File: src/rtl/ecc_serial_tx_if.sv
// Producer-side bundle of the ECC serial transmitter: the word handshake
// into the block plus the serial line and its status outputs.
interface ecc_serial_tx_if #(
    parameter int DATA_WIDTH = 8,
    parameter int FIFO_DEPTH = 4
);
    logic [DATA_WIDTH-1:0]       in_data;
    logic                        in_valid;
    logic                        in_ready;
    logic                        tx_line;
    logic                        busy;
    logic                        frame_done;
    logic [$clog2(FIFO_DEPTH):0] fifo_level;

    modport master (
        output in_data,
        output in_valid,
        input  in_ready,
        input  tx_line,
        input  busy,
        input  frame_done,
        input  fifo_level
    );

    modport slave (
        input  in_data,
        input  in_valid,
        output in_ready,
        output tx_line,
        output busy,
        output frame_done,
        output fifo_level
    );
endinterface

File: src/rtl/ecc_serial_tx.sv
// SECDED-encoding serial transmitter: words are encoded on push, queued as codewords
// and sent LSB-first in START/13 DATA/STOP frames. Error injection under ECC_TX_ERR_INJECT_EN.
module ecc_serial_tx #(
    parameter int DATA_WIDTH = 8,
    parameter int ECC_WIDTH  = 5,
    parameter int FIFO_DEPTH = 4,
    parameter int BIT_CYCLES = 4
) (
    input  logic       clk,
    input  logic       rst,
`ifdef ECC_TX_ERR_INJECT_EN
    input  logic       inject_err,
    input  logic [3:0] inject_bit,
`endif
    ecc_serial_tx_if.slave bus
);
    localparam int CW_WIDTH = DATA_WIDTH + ECC_WIDTH;
    localparam int AW       = (FIFO_DEPTH > 1) ? $clog2(FIFO_DEPTH) : 1;
    localparam int LW       = $clog2(FIFO_DEPTH) + 1;
    localparam int CNTW     = (BIT_CYCLES > 1) ? $clog2(BIT_CYCLES) : 1;

    localparam logic [CNTW-1:0] LAST_CYCLE = CNTW'(BIT_CYCLES - 1);
    localparam logic [3:0]      LAST_BIT   = 4'(CW_WIDTH - 1);
    localparam logic [LW-1:0]   FULL_LEVEL = LW'(FIFO_DEPTH);

    localparam logic [1:0] ST_IDLE  = 2'd0;
    localparam logic [1:0] ST_START = 2'd1;
    localparam logic [1:0] ST_DATA  = 2'd2;
    localparam logic [1:0] ST_STOP  = 2'd3;

    function automatic logic [CW_WIDTH-1:0] encode(input logic [DATA_WIDTH-1:0] d);
        logic [ECC_WIDTH-1:0] e;
        e[0] = d[0] ^ d[1] ^ d[3] ^ d[4] ^ d[6];
        e[1] = d[0] ^ d[2] ^ d[3] ^ d[5] ^ d[6];
        e[2] = d[1] ^ d[2] ^ d[3] ^ d[7];
        e[3] = d[4] ^ d[5] ^ d[6] ^ d[7];
        e[4] = ^{d, e[3:0]};
        return {e, d};
    endfunction

    logic [CW_WIDTH-1:0] mem_q [FIFO_DEPTH];
    logic [AW-1:0]       wrPtr_q, rdPtr_q;
    logic [LW-1:0]       count_q, count_d;

    logic [1:0]          state_q, state_d;
    logic [CNTW-1:0]     cycCnt_q, cycCnt_d;
    logic [3:0]          bitIdx_q, bitIdx_d;
    logic [CW_WIDTH-1:0] shift_q, shift_d;
    logic                txLine_q, txLine_d;
    logic                busy_q, busy_d;
    logic                frameDone_q, frameDone_d;

    logic                inReady;
    logic                push;
    logic                pop;
    logic                lastCycle;
    logic                fifoEmpty;
    logic [CW_WIDTH-1:0] injMask;
    logic [CW_WIDTH-1:0] headWord;

    // Ready looks only at the registered count, so a pop in a full cycle
    // cannot reopen the input until the following cycle.
    assign inReady   = (count_q != FULL_LEVEL);
    assign push      = bus.in_valid && inReady;
    assign fifoEmpty = (count_q == '0);
    assign lastCycle = (cycCnt_q == LAST_CYCLE);

`ifdef ECC_TX_ERR_INJECT_EN
    always_comb begin
        injMask = '0;
        if (inject_err && (inject_bit <= LAST_BIT)) begin
            injMask = CW_WIDTH'(1) << inject_bit;
        end
    end
`else
    assign injMask = '0;
`endif

    // The flip is applied only to the outgoing copy; the queued codeword stays intact.
    assign headWord = mem_q[rdPtr_q] ^ injMask;

    always_comb begin
        state_d  = state_q;
        cycCnt_d = cycCnt_q;
        bitIdx_d = bitIdx_q;
        shift_d  = shift_q;
        txLine_d = txLine_q;
        busy_d   = busy_q;
        pop      = 1'b0;

        case (state_q)
            ST_IDLE: begin
                if (!fifoEmpty) begin
                    pop      = 1'b1;
                    state_d  = ST_START;
                    shift_d  = headWord;
                    txLine_d = 1'b0;
                    busy_d   = 1'b1;
                    cycCnt_d = '0;
                    bitIdx_d = '0;
                end
            end
            ST_START: begin
                if (lastCycle) begin
                    state_d  = ST_DATA;
                    cycCnt_d = '0;
                    bitIdx_d = '0;
                    txLine_d = shift_q[0];
                    shift_d  = shift_q >> 1;
                end else begin
                    cycCnt_d = cycCnt_q + 1'b1;
                end
            end
            ST_DATA: begin
                if (lastCycle) begin
                    cycCnt_d = '0;
                    if (bitIdx_q == LAST_BIT) begin
                        state_d  = ST_STOP;
                        txLine_d = 1'b1;
                    end else begin
                        bitIdx_d = bitIdx_q + 1'b1;
                        txLine_d = shift_q[0];
                        shift_d  = shift_q >> 1;
                    end
                end else begin
                    cycCnt_d = cycCnt_q + 1'b1;
                end
            end
            ST_STOP: begin
                if (lastCycle) begin
                    cycCnt_d = '0;
                    if (!fifoEmpty) begin
                        // Chain straight into the next frame with no idle gap.
                        pop      = 1'b1;
                        state_d  = ST_START;
                        shift_d  = headWord;
                        txLine_d = 1'b0;
                        busy_d   = 1'b1;
                        bitIdx_d = '0;
                    end else begin
                        state_d = ST_IDLE;
                        busy_d  = 1'b0;
                    end
                end else begin
                    cycCnt_d = cycCnt_q + 1'b1;
                end
            end
            default: begin
                state_d  = ST_IDLE;
                cycCnt_d = '0;
                bitIdx_d = '0;
                txLine_d = 1'b1;
                busy_d   = 1'b0;
            end
        endcase
    end

    // Registering frame_done from next-state values makes it land in the final STOP clock.
    assign frameDone_d = (state_d == ST_STOP) && (cycCnt_d == LAST_CYCLE);
    assign count_d     = count_q + LW'(push) - LW'(pop);

    always_ff @(posedge clk or posedge rst) begin
        if (rst) begin
            for (int i = 0; i < FIFO_DEPTH; i++) begin
                mem_q[i] <= '0;
            end
            wrPtr_q <= '0;
            rdPtr_q <= '0;
            count_q <= '0;
        end else begin
            if (push) begin
                mem_q[wrPtr_q] <= encode(bus.in_data);
                wrPtr_q        <= wrPtr_q + 1'b1;
            end
            if (pop) begin
                rdPtr_q <= rdPtr_q + 1'b1;
            end
            count_q <= count_d;
        end
    end

    always_ff @(posedge clk or posedge rst) begin
        if (rst) begin
            state_q     <= ST_IDLE;
            cycCnt_q    <= '0;
            bitIdx_q    <= '0;
            shift_q     <= '0;
            txLine_q    <= 1'b1;
            busy_q      <= 1'b0;
            frameDone_q <= 1'b0;
        end else begin
            state_q     <= state_d;
            cycCnt_q    <= cycCnt_d;
            bitIdx_q    <= bitIdx_d;
            shift_q     <= shift_d;
            txLine_q    <= txLine_d;
            busy_q      <= busy_d;
            frameDone_q <= frameDone_d;
        end
    end

    assign bus.in_ready   = inReady;
    assign bus.tx_line    = txLine_q;
    assign bus.busy       = busy_q;
    assign bus.frame_done = frameDone_q;
    assign bus.fifo_level = count_q;
endmodule

File: src/flat_wrapper.sv
// flat-port wrapper written by rule: the top's interface ports become plain ports
module ecc_serial_tx_flat 
#(
    parameter int DATA_WIDTH = 8,
    parameter int ECC_WIDTH  = 5,
    parameter int FIFO_DEPTH = 4,
    parameter int BIT_CYCLES = 4
)
  (clk, rst, bus_in_data, bus_in_valid, bus_in_ready, bus_tx_line, bus_busy, bus_frame_done, bus_fifo_level);
  ecc_serial_tx_if #(.DATA_WIDTH(DATA_WIDTH), .FIFO_DEPTH(FIFO_DEPTH)) bus_i ();
  input  logic clk;
  input  logic rst;
  input wire logic [$bits(bus_i.in_data)-1:0] bus_in_data;
  input wire logic [$bits(bus_i.in_valid)-1:0] bus_in_valid;
  output wire logic [$bits(bus_i.in_ready)-1:0] bus_in_ready;
  output wire logic [$bits(bus_i.tx_line)-1:0] bus_tx_line;
  output wire logic [$bits(bus_i.busy)-1:0] bus_busy;
  output wire logic [$bits(bus_i.frame_done)-1:0] bus_frame_done;
  output wire logic [$bits(bus_i.fifo_level)-1:0] bus_fifo_level;
  assign bus_i.in_data = bus_in_data;
  assign bus_i.in_valid = bus_in_valid;
  assign bus_in_ready = bus_i.in_ready;
  assign bus_tx_line = bus_i.tx_line;
  assign bus_busy = bus_i.busy;
  assign bus_frame_done = bus_i.frame_done;
  assign bus_fifo_level = bus_i.fifo_level;
  ecc_serial_tx #(.DATA_WIDTH(DATA_WIDTH), .ECC_WIDTH(ECC_WIDTH), .FIFO_DEPTH(FIFO_DEPTH), .BIT_CYCLES(BIT_CYCLES)) u_core (.clk(clk), .rst(rst), .bus(bus_i));
endmodule
File: config.mk
export PLATFORM = sky130hd
export DESIGN_NAME = ecc_serial_tx_flat
export DESIGN_NICKNAME = d
export VERILOG_FILES = /design/src/rtl/ecc_serial_tx_if.sv /design/src/rtl/ecc_serial_tx.sv /design/src/flat_wrapper.sv
export SDC_FILE = /design/constraint.sdc
export NUM_CORES = 1
export LEC_CHECK = 0
export ABC_AREA = 1
export CAP_MARGIN = 5
export CORE_ASPECT_RATIO = 2
export CORE_UTILIZATION = 55
export DETAILED_ROUTE_END_ITERATION = 6
export PLACE_DENSITY = 0.78
export SLEW_MARGIN = 20
export SYNTH_ARGS = -nofsm -noshare
export SYNTH_HDL_FRONTEND = slang
export SYNTH_SLANG_ARGS = --single-unit
File: constraint.sdc
create_clock -name clk -period 2.95 [get_ports clk]
set_input_delay 0.885 -clock clk [delete_from_list [all_inputs] [get_ports clk]]
set_output_delay 0.885 -clock clk [all_outputs]
set_load 0.03 [all_outputs]
* Yosys cells after proc, flatten, opt, wreduce, memory -nomap -nowiden
Cells that the tools add are included.
** Operators by class
- Reductions and logical operators :: 11
- Multiplexer cells :: 40
- Eq/ne operators :: 13
- $lt $le $gt $ge :: 3
- $add $sub $neg :: 6
- Bitwise gates (word level) :: 16
** Operator list (count)
- $mux W13 :: 8
- $bwmux W52 :: 1
- $pmux W13 S4 :: 1
- $bmux W13 S2 :: 1
- $demux W13 S2 :: 1
- $mux W4 :: 5
- $pmux W4 S4 :: 1
- $mux W2 :: 7
- $xor A1 B1 Y1 :: 14
- $reduce_xor A12 Y1 :: 1
- $eq A2 B2 Y1 const B :: 5
- $mux W1 :: 10
- $pmux W2 S4 :: 1
- $add A2 B1 Y2 const B :: 3
- $ge A3 B3 Y1 const B :: 2
- $ne A2 B1 Y1 const B :: 3
- $not A2 Y3 :: 2
- $reduce_and A3 Y1 :: 2
- $add A4 B1 Y4 const B :: 1
- $eq A4 B4 Y1 const B :: 1
- $ne A2 B2 Y1 const B :: 2
- $pmux W1 S2 :: 2
- $pmux W1 S4 :: 1
- $pmux W2 S2 :: 1
- 11 further kinds :: 13
** Storage, ports and cells
- Bits of input ports :: 11
- Flip-flop bits (word level) :: 83

* Longest topological paths before layout
Gate-level depths: netlist of run 1.
- Depth after elaboration :: 7
- Mapped depth :: 11

* Least setup slack after synthesis of run 1
OpenSTA, ideal clock, no wires.
- Kind :: register to register
- From :: register u_core.state_q[1]
- To :: register u_core.count_q[2], in the netlist u_core.bus.fifo_level[2]
- Required time :: 2.827 ns
- Arrival time :: 1.961 ns
- Slack :: 0.866 ns
- Period minus slack after synthesis :: 2.084 ns
- Cell stages (with the launch flop) :: 10
- Path through :: dfrtp_1 inv_1 ha_1 nor2_1 ha_1 inv_1 ha_1 inv_1 fa_1 xnor2_1
** On the way
- Cells in the longest elaborated chain, start to end :: 3
** Ends and longest elaborated chain
- start, declared :: RTL line ecc_serial_tx.sv:45 : logic [1:0] state_q, state_d;
- start signal, assigned :: RTL line ecc_serial_tx.sv:192 : state_q <= state_d;
- $eq A2 B2 Y1 or $logic_not A2 Y1 (tied branches) :: RTL line ecc_serial_tx.sv:91 : case (state_q)
- $pmux W1 S2 * :: RTL line ecc_serial_tx.sv:91
- named net u_core.pop :: RTL line ecc_serial_tx.sv:55 : logic pop;
- $sub A3 B1 Y3 * :: RTL line ecc_serial_tx.sv:160 : assign count_d = count_q + LW'(push) - LW'(pop);
- named net u_core.count_d[2] :: RTL line ecc_serial_tx.sv:43 : logic [LW-1:0] count_q, count_d;
- end signal, assigned :: RTL line ecc_serial_tx.sv:178 : count_q <= count_d;
- end, declared :: RTL line ecc_serial_tx.sv:43
Mark *: on every way through the listed nets, which the timed path passes. The rest lies on a longest branch.
A chain may end at the register's enable or synchronous reset.

* Worst setup path after layout of run 1
- From :: register u_core.count_q[1], in the netlist u_core.bus.fifo_level[1]
- To :: output bus_in_ready
** On the way
- Cells in the longest elaborated chain, start to end :: 1
** Ends and longest elaborated chain
- $ne A3 B3 Y1 :: RTL line ecc_serial_tx.sv:63 : assign inReady = (count_q != FULL_LEVEL);
- end, declared :: RTL line flat_wrapper.sv:15 : output wire logic [$bits(bus_i.in_ready)-1:0] bus_in_ready;
No other way between the ends.

==> results.tsv, run 1 <==
stage	metric	value	unit
outcome	status	finished with violations	
outcome	violations	DRC	
power_and_ir_drop	p_seq_frac	0.452	
cells_and_area	layout_common_cells	nand2_1 (180), dfrtp_1 (82), nand3_1 (47)	
grt	grt_usage	0.256	
place	gp_congestion	0.845	
cells_and_area	diodes	0	
die	core_area	7540	sq um
clock_network	clk-insertion-delay-late	0.34	ns
sta	finalCritPeriodShare	0.853	
flow_run	cap_violations	0	
sta	setup_slack	0.435	ns
drt	first_iter_violations	175	
synth	syn_inst	505	
sta	skew	0.00696	ns
cells_and_area	layout_commonest_cell	nand2_1	
synth	syn_nets	531	
sta	worstMarginPinSlew	0.700	ns
critical_path	cp_max_fo	4	
critical_path	arrival	1.63	ns
drt	drt-total-wl	9160	microns
synth	synth_area	4250	sq um
clock_network	ctsHoldBuffers	0	
die	rows	45	
die	die_h	126	microns
synth	avgSynthCellArea	8.42	sq um
sta	fmax	398	MHz
place	dp_hpwl	6300	microns
power_and_ir_drop	power.density	802	nW/um^2
drt	route.detailed.drc	1	
sta	fin_crit	2.52	ns
critical_path	path_class	register to primary output	
drt	wire_per_inst	14.9	microns
clock_network	clock_sinks	83	
die	die_area	8110	sq um
power_and_ir_drop	power.switching	1270	uW
drt	vias	3400	
power_and_ir_drop	p_comb_frac	0.261	
synth	async_reset_ff_frac	1.00	
synth	yosys.area.top_type	dfrtp_1	
clock_network	clk_path_buf_depth	2	
clock_network	post_cts_buffers	0	
drt	first_pass_iters	7	
place	place_ws	0.324	ns
power_and_ir_drop	netSwitchingFraction	0.332	
power_and_ir_drop	ir_drop	0.000477	V
synth	ys.flop_type	dfrtp_1	
cells_and_area	multi_input_area	1880	sq um
power_and_ir_drop	p_int	2550	uW
synth	synth-edff-count	0	
grt	grt-ovfl-total	0	
clock_network	cts_buffers	9	
clock_network	h-tree-depth	3	
clock_network	cts-root-buf	clkbuf_16	
synth	seq_area_frac_synth	0.489	
place	portBuffers	17	
critical_path	start_kind	register	
synth	synth.distinct_cells	35	
sta	setup_violations	0	
clock_network	cts_tree	built	
grt	antenna_found_initial	0	
cells_and_area	fillers	668	
cells_and_area	syn2layout_area_growth	11.7	%
worst_hold_path	hold_class	register to register	
synth	synth_top_area_share	0.482	
die	dieWidth	64.2	microns
die	io_pins	18	
sta	slew_viol_final	0	
power_and_ir_drop	p_total	3810	uW
critical_path	cp_data_required_time	2.07	ns
critical_path	worstSetupEndpointType	primary output	
sta	hold_slack	0.482	ns
drt	viasPerCell	5.53	
grt	grt_pass1_wl	15800	microns
drt	ant_nets	0	
power_and_ir_drop	p_leak	0.00236	uW
clock_network	cts.reportedPaths.clkPinSlew	0.06	ns
grt	first_global_vias	3505	
grt	grt_start_max_net_pins	84	
die	start_util	0.564	
cells_and_area	final_nets	542	
cells_and_area	regArea	2080	sq um
cells_and_area	drive_gt1_frac	0.0921	
power_and_ir_drop	clockPowerShare	0.286	
synth	yosys-top-cells-area	dfrtp_1 (48%), nand2_1 (16%), nand3_1 (5.5%)	
synth	ys_ff_latch	83	
sta	hold_violations	0	
sta	relSlewSlack	0.533	
sta	fin_tns_setup	0	ns
synth	yosys_warnings	0	
sta	rsz0062_at_grt	no	
clock_network	cts_resized	0	
==> power groups by stage <==
stage / Combinational [uW] / Sequential, uW / Clock [uW]
floorplan: 721 / 1730 / 0
global placement: 954 / 1720 / 0
detailed placement: 993 / 1730 / 0
CTS: 1000 / 1720 / 1110
global route: 1150 / 1770 / 1140
finish: 997 / 1720 / 1090
==> state kept, by name (all words and copies together), names as in the netlist <==
name,cells
u_core.mem_q,52
u_core.shift_q,13
u_core.bitIdx_q,4
u_core.bus.fifo_level,3
u_core.cycCnt_q,2
u_core.rdPtr_q,2
u_core.state_q,2
u_core.wrPtr_q,2
u_core.bus.busy,1
u_core.bus.frame_done,1
u_core.bus.tx_line,1
==> logic make-up (layout without fill, tap and decap cells) <==
kind of cell | count (synthesis) | after routing | synth area share
AND/OR/NAND/NOR | 242 | 242 | 0.240
buffers and inverters | 65 | 81 | 0.0691
adder cells (fa/ha/maj) | 15 | 15 | 0.0459
XOR/XNOR | 15 | 15 | 0.0327
AO/OA/AOI/OAI | 85 | 85 | 0.124
flip-flops | 83 | 83 | 0.489
==> worst max-delay path, stage by stage (launching register included) <==
cell             delay (ns)
dfrtp_1                0.48
nor2_4                 0.07
nand2_2                0.07
clkdlybuf4s50_1        0.67
==> synthesized netlist by cell type, types with 3 or more instances <==
master	number
nand2_2	4
o21ai_0	46
xor2_1	8
ha_1	14
nor2_1	5
a2bb2oi_2	3
inv_2	8
a21oi_1	14
o21ai_1	5
nand3_1	47
dfrtp_1	82
buf_2	14
a21oi_2	3
a2bb2oi_1	8
xnor2_1	6
inv_1	34
nand2_1	180
clkbuf_1	4
==> stage by stage <==
| step | cells | instance area [sq um] | util |
|---|---|---|---|
| 2_1_floorplan | 505 | 4260 | - |
| 3_3_place_gp | 599 | 4460 | 0.592 |
| 3_5_place_dp | 599 | 4460 | 0.592 |
| 4_1_cts | 615 | 4750 | 0.630 |
| 5_1_grt | 615 | 4750 | 0.630 |
| 6_report | 615 | 4750 | 0.630 |
==> metal layers <==
metal	GRT usage	vias up	share of wire
met5	0	-	0
met4	0.162	0	0.040
met3	0.0468	29	0.040
met2	0.452	96	0.55
met1	0.274	1628	0.37
li1	-	1647	-
==> cell type report <==
cell class | count | share of cell area
timing repair buffer | 22 | 0.0463
clock buffer | 12 | 0.0498
multi-input combinational | 357 | 0.396
tap | 94 | 0.0247
inverter | 43 | 0.0353
sequential | 83 | 0.437
clock inverter | 4 | 0.0108
==> worst paths after layout <==
kind,from,endpoint,slack (ns),cells after the start
worst max register to register,u_core.cycCnt_q[0]$_DFF_PP0_,u_core.bus.fifo_level[2]$_DFF_PP0_,0.68,11
max in group asynchronous,rst,u_core.bus.tx_line$_DFFE_PP1P_,1.56,3
min in group asynchronous,rst,u_core.wrPtr_q[0]$_DFFE_PP0P_,0.99,3
worst min-delay path,u_core.mem_q[18]$_DFFE_PP0P_,u_core.mem_q[18]$_DFFE_PP0P_,0.48,2
worst max-delay path,u_core.bus.fifo_level[1]$_DFF_PP0_,bus_in_ready,0.43,3
worst min register to register,u_core.mem_q[18]$_DFFE_PP0P_,u_core.mem_q[18]$_DFFE_PP0P_,0.48,2
(Power assumes the default switching activity.)
==> run 2, diff against run 1 <==
--- a/config.mk
+++ b/config.mk
@@ -9,7 +9,9 @@
 export CAP_MARGIN = 5
 export CORE_ASPECT_RATIO = 2
-export CORE_UTILIZATION = 55
+export CORE_UTILIZATION = 57
+export CTS_BUF_LIST = sky130_fd_sc_hd__clkbuf_4 sky130_fd_sc_hd__clkbuf_8
+export CTS_CLUSTER_SIZE = 28
 export DETAILED_ROUTE_END_ITERATION = 6
-export PLACE_DENSITY = 0.78
+export PLACE_DENSITY = 0.81
 export SLEW_MARGIN = 20
 export SYNTH_ARGS = -nofsm -noshare
==> constraint.sdc (replaced) <==
create_clock -name clk -period 2.95 [get_ports clk]
set_input_delay 0.885 -clock clk [delete_from_list [all_inputs] [get_ports clk]]
set_output_delay 0.885 -clock clk [all_outputs]
set_load 0.005 [all_outputs]
==> run 2 against run 1 <==
Compared with the run above:
- the run now ends clean
- global-route usage is 0.45 points higher
- cell count stayed put
- design area is 1.2% lower
- non-clock buffer count is 2 higher
- highest routed layer unchanged
- setup slack better by 0.12 ns
- utilization is 2.1 points higher
- sequential power hardly changed
- largest cell class unchanged
- first-iteration DRC count is 25% higher
==> results.tsv, run 2 (synthesis results as in run 1) <==
stage	metric	value	unit	change
cells_and_area	final_util	0.651		+0.0211
cells_and_area	layout_commonest_cell	nand2_1		
die	die_h	124	microns	-1.7%
sta	hold_violations	0		unchanged
cells_and_area	diodes	0		unchanged
clock_network	clk_path_buf_depth	2		unchanged
clock_network	clk-insertion-delay-late	0.36	ns	+0.02 ns
grt	grt_usage	0.261		+0.00451
sta	rsz0062_at_grt	no		
clock_network	clock_sinks	83		unchanged
place	dp_hpwl	6320	microns	+0.26%
clock_network	cts-root-buf	clkbuf_8		
sta	relSlewSlack	0.545		+0.0119
place	portBuffers	17		unchanged
die	start_util	0.590		+0.0260
clock_network	cts_buffers	9		unchanged
grt	first_global_vias	3290		-6.1%
die	dieWidth	63.1	microns	-1.7%
cells_and_area	reg_top3	u_core.mem_q (52), u_core.shift_q (13), u_core.bitIdx_q (4)		
cells_and_area	drive_gt1_frac	0.101		+0.00921
sta	fin_crit	2.40	ns	-0.119 ns
cells_and_area	final_nets	544		+0.37%
sta	fmax	417	MHz	+5.0%
cells_and_area	largest_reg_flops	52		unchanged
die	io_pins	18		unchanged
clock_network	cts.reportedPaths.clkPinSlew	0.08	ns	+0.02 ns
sta	slew_viol_final	0		unchanged
critical_path	start_kind	register		
critical_path	path_class	register to primary output		
cells_and_area	regArea	2080	sq um	unchanged
drt	vias	3318		-2.4%
sta	setup_violations	0		unchanged
power_and_ir_drop	p_leak	0.00234	uW	-0.59%
grt	grt_start_max_net_pins	84		unchanged
cells_and_area	syn2layout_area_growth	10.4	%	
sta	skew	0.00817	ns	+0.00121 ns
clock_network	ctsHoldBuffers	0		unchanged
place	gp_congestion	0.878		+3.9%
critical_path	arrival	1.51	ns	-0.12 ns
drt	wl_met3	326	microns	-9.9%
power_and_ir_drop	p_total	3550	uW	-7.0%
clock_network	h-tree-depth	3		unchanged
place	dp_cells	599		unchanged
drt	drt-total-wl	9010	microns	-1.6%
flow_run	cap_violations	0		unchanged
cells_and_area	multi_input_area	1880	sq um	unchanged
sta	hold_slack	0.486	ns	+0.00345 ns
grt	grt_pass1_wl	15300	microns	-2.8%
sta	worstMarginPinSlew	0.681	ns	-0.0194 ns
die	die_area	7830	sq um	-3.4%
clock_network	cts_resized	0		unchanged
sta	finalCritPeriodShare	0.812		-0.0404
worst_hold_path	hold_class	register to register		
grt	grt-ovfl-total	0		unchanged
critical_path	cp_data_required_time	2.07	ns	about the same
drt	viasPerCell	5.40		-2.4%
cells_and_area	top_register	u_core.mem_q		
power_and_ir_drop	power.density	755	nW/um^2	-5.8%
drt	m1WireLength	3590	microns	+4.7%
drt	first_pass_iters	4		-3
drt	ant_nets	0		unchanged
drt	wire_per_inst	14.7	microns	-1.6%
drt	route.detailed.drc	0		-1
cells_and_area	layout_common_cells	nand2_1 (180), dfrtp_1 (82), nand3_1 (47)		
drt	wl_met2	4850	microns	-3.0%
drt	first_iter_violations	219		+25%
drt	highest_layer	met4		
clock_network	post_cts_buffers	0		unchanged
grt	antenna_found_initial	0		unchanged
sta	fin_tns_setup	0	ns	unchanged
die	core_area	7210	sq um	-4.4%
power_and_ir_drop	ir_drop	0.000453	V	-5.0%
critical_path	worstSetupEndpointType	primary output		
cells_and_area	fillers	595		-11%
die	rows	44		-2.2%
cells_and_area	final_cells	615		unchanged
critical_path	cp_max_fo	4		unchanged
outcome	status	finished clean		
clock_network	cts_tree	built		
run 2: per-stage QoR:
| stage | setup slack (ns) | instance area (sq um) |
|---|---|---|
| after floorplan | 0.866 | 4260 |
| after global placement | 0.472 | 4480 |
| after detailed placement | 0.427 | 4480 |
| after CTS | 0.528 | 4690 |
| after global routing | 0.495 | 4690 |
| final | 0.554 | 4690 |
run 2: metal layers:
metal | vias up | GRT usage
met5 | - | 0
met4 | 0 | 0.135
met3 | 16 | 0.0540
met2 | 66 | 0.459
met1 | 1592 | 0.293
li1 | 1644 | -
run 2: path summary, 6_finish.rpt:
path | from | slack [ns] | endpoint | depth (start not counted)
hold / removal | u_core.mem_q[38]$_DFFE_PP0P_ | 0.49 | u_core.mem_q[38]$_DFFE_PP0P_ | 2
max in group asynchronous | rst | 1.59 | u_core.bus.tx_line$_DFFE_PP1P_ | 3
min in group asynchronous | rst | 0.99 | u_core.cycCnt_q[0]$_DFF_PP0_ | 3
hold reg to reg | u_core.mem_q[38]$_DFFE_PP0P_ | 0.49 | u_core.mem_q[38]$_DFFE_PP0P_ | 2
setup reg to reg | u_core.state_q[1]$_DFF_PP0_ | 0.66 | u_core.bus.fifo_level[2]$_DFF_PP0_ | 10
setup / recovery | u_core.bus.fifo_level[1]$_DFF_PP0_ | 0.55 | bus_in_ready | 3
run 2: cell type report:
type                            count  share of cell area
Inverter                           43              0.0357
Sequential cell                    83               0.443
Multi-Input combinational cell    357               0.401
Timing Repair Buffer               24              0.0501
Clock inverter                      1             0.00640
Clock buffer                       15              0.0400
Tap cell                           92              0.0245
run 2: power breakdown:
group | internal, uW | total (uW) | switching, uW | leakage [uW]
combinational | 391 | 944 | 553 | 0.00119
sequential | 1500 | 1720 | 220 | 0.00104
clock | 490 | 878 | 388 | 0.000114
run 2: critical path, stage by stage, from the launching register on:
cell and delay, ns:
dfrtp_1 0.47, nor2_4 0.15, nand2_2 0.08, clkdlybuf4s50_1 0.45
==> edit, RTL diff (settings of run 2) <==
One comparison of `bitIdx_q` changes from == to >=.
--- a/src/rtl/ecc_serial_tx.sv
+++ b/src/rtl/ecc_serial_tx.sv
@@ -114,7 +114,7 @@
             ST_DATA: begin
                 if (lastCycle) begin
                     cycCnt_d = '0;
-                    if (bitIdx_q == LAST_BIT) begin
+                    if (bitIdx_q >= LAST_BIT) begin
                         state_d  = ST_STOP;
                         txLine_d = 1'b1;
                     end else begin
Behaviour: no difference found for any inputs over 10 cycles, from zero or initial values and one cycle with rst high; that may be too few to reach the edited logic, so the function may still have changed.
==> edit against run 2 <==
Sequential cell count unchanged. Worst setup slack improved by 0.037 ns. Non-clock buffer count unchanged. Register-to-register slack improved by 0.02 ns. Design area decreased by 2.1%. Sequential power about the same. Wire length decreased by 2.6%. Synthesized area decreased by 1.6%. Total power decreased by 1.2%. Critical path type unchanged. Largest cell class unchanged. Largest power group unchanged.
==> edit: results (changes against run 2) <==
Depth of the CTS H-tree: 3 (unchanged). The number of sequential storage elements is 83 (unchanged). The met1 track demand over resource in global routing was 27.2% (-2.1 points); the arrival time of data at the critical path endpoint was 1.47 ns (-0.04 ns). The number of distinct library cells after synthesis was 36 (+2.9%).

The register clock-pin slew on the reported worst setup and hold paths is 0.08 ns (about the same), and the data-path buffer share of cell area in the final layout is 5.12% (+0.10 points). The worst voltage drop across the vdd grid came out at 0.000527 V (+16%). The run gives 3430 um (-4.3%) as the met1 wire length. The number of flip-flops under the largest register name is 52 (unchanged), and the fill cell total of the finished layout is 572 (-3.9%).

The first-pass GRT wire length was 15100 um (-1.0%); the cell leakage power was 0.00233 uW (-0.34%). For hold timing, the worst endpoint is u_core.bus.tx_line$_DFFE_PP1P_. The area fraction of clock buffers and clock inverters is 4.33% (-0.31 points), and the routed wirelength normalized by instance count is 14.3 um (-2.3%).

The wire length on met3 is 371 um (+14%). Net switching power: 1190 uW (+2.1%). In the post-synthesis netlist, the biggest area contributors are sky130_fd_sc_hd__dfrtp_1 49%, sky130_fd_sc_hd__nand2_1 15%, sky130_fd_sc_hd__o21ai_0 6.5%.

The number of non-clock inverters works out to 53 (+23%). The startpoint identified for the worst hold timing path is u_core.bus.tx_line$_DFFE_PP1P_. The transition time of the tightest slew-check pin is 0.956 ns (+0.276 ns). The total placed instance area is 0.00440 mm^2 (-1.7%). The tools report the number of DRC violations after detailed-routing iteration 0 as 263 (+20%). The synthesized-area fraction occupied by xor and xnor cells came out at 2.90% (-0.36 points).

The tools report the post-detailed-placement half-perimeter wirelength as 6130 um (-2.9%). The synthesized area divided by synthesized cell count was 8.23 um^2 (-2.2%); the setup clock skew after layout was 0.00723 ns (-0.000942 ns). The endpoint identified for the worst register-to-register timing path is u_core.bus.fifo_level[2]$_DFF_PP0_. The run gives 543 (-0.18%) as the net total in the final layout. The cell depth of the worst flop-to-flop path works out to 14 (+4). In the synthesized netlist, the cells that appear most often are 167 x sky130_fd_sc_hd__nand2_1, 82 x sky130_fd_sc_hd__dfrtp_1, 54 x sky130_fd_sc_hd__o21ai_0.

The detailed-routed wire length on met2 is 4720 um (-2.7%). The adder-cell share of the synthesized area is 4.37% (-0.22 points), and the post-synth net total is 533 (+0.38%). The total of buffers placed on input and output ports came out at 17 (unchanged).

The logs give 25.4% (-0.60 points) for the aggregate global-route resource usage and 0.845 (-3.7%) for the placer congestion estimate. The first-pass iteration count of the detailed router is 7 (+3), and the count of multi-input gates is 347 (-2.8%). The tools report the startpoint of the worst register-to-register path as u_core.bus.fifo_level[1]$_DFF_PP0_. The sequential fraction of the synthesis area came out at 49.7% (+0.82 points). The run finished with clean final reports. The share of layout cells above drive strength 1 was 8.41% (-1.7 points); the met3 track utilization from global routing was 4.34% (-1.1 points). The routing usage on met2 is 46.9% (+1.0 points).

The compound-gate portion of the synthesized area was 14.9% (+2.5 points); the detailed-route via count was 3351 (+0.99%). The minimum setup slack among reg-to-reg paths was 0.68 ns (+0.02 ns); the multi-input logic area was 0.00177 mm^2 (-5.9%). Class of the worst hold path: reg2reg. The count of cells along the worst hold path was 2 (unchanged).
## edit: cell count changes in the layout (fill, tap and decap cells not counted), moves of 6 or more
| cell | run 2 | this run |
|---|---|---|
| sky130_fd_sc_hd__nand2_1 | 180 | 167 |
| sky130_fd_sc_hd__nand3_1 | 47 | 14 |
| sky130_fd_sc_hd__o211ai_1 | 1 | 12 |
| sky130_fd_sc_hd__a21oi_1 | 14 | 36 |
| sky130_fd_sc_hd__nor2_1 | 5 | 11 |
| sky130_fd_sc_hd__inv_1 | 33 | 46 |
| sky130_fd_sc_hd__o21ai_0 | 46 | 54 |
| sky130_fd_sc_hd__a2bb2oi_1 | 8 | 0 |
## edit: worst max-delay path: stages (launching register included)
cell and delay, ns:
sky130_fd_sc_hd__dfrtp_1 0.45, sky130_fd_sc_hd__nor2_2 0.14, sky130_fd_sc_hd__nand2_1 0.08, sky130_fd_sc_hd__clkdlybuf4s50_1 0.44
## edit: power groups by stage
| stage | logic (uW) | registers (uW) | clock network (uW) |
|---|---|---|---|
| finish | 979 | 1720 | 801 |
| detailed placement | 973 | 1730 | 0 |
| global placement | 934 | 1720 | 0 |
| CTS | 981 | 1720 | 816 |
| global route | 1130 | 1760 | 850 |
| floorplan | 701 | 1680 | 0 |
## edit: metrics by stage
stage / utilization, % / cells / setup WS (ns) / total power [uW] / hold slack [ns]
after global routing: 65.7 / 613 / 0.470 / 3740 / 0.503
after floorplan: - / 508 / 0.704 / 2380 / 0.444
after global placement: 62.9 / 597 / 0.551 / 2650 / 0.464
final: 65.7 / 613 / 0.591 / 3500 / 0.485
after CTS: 65.7 / 613 / 0.571 / 3510 / 0.488
after detailed placement: 62.9 / 597 / 0.503 / 2710 / 0.468
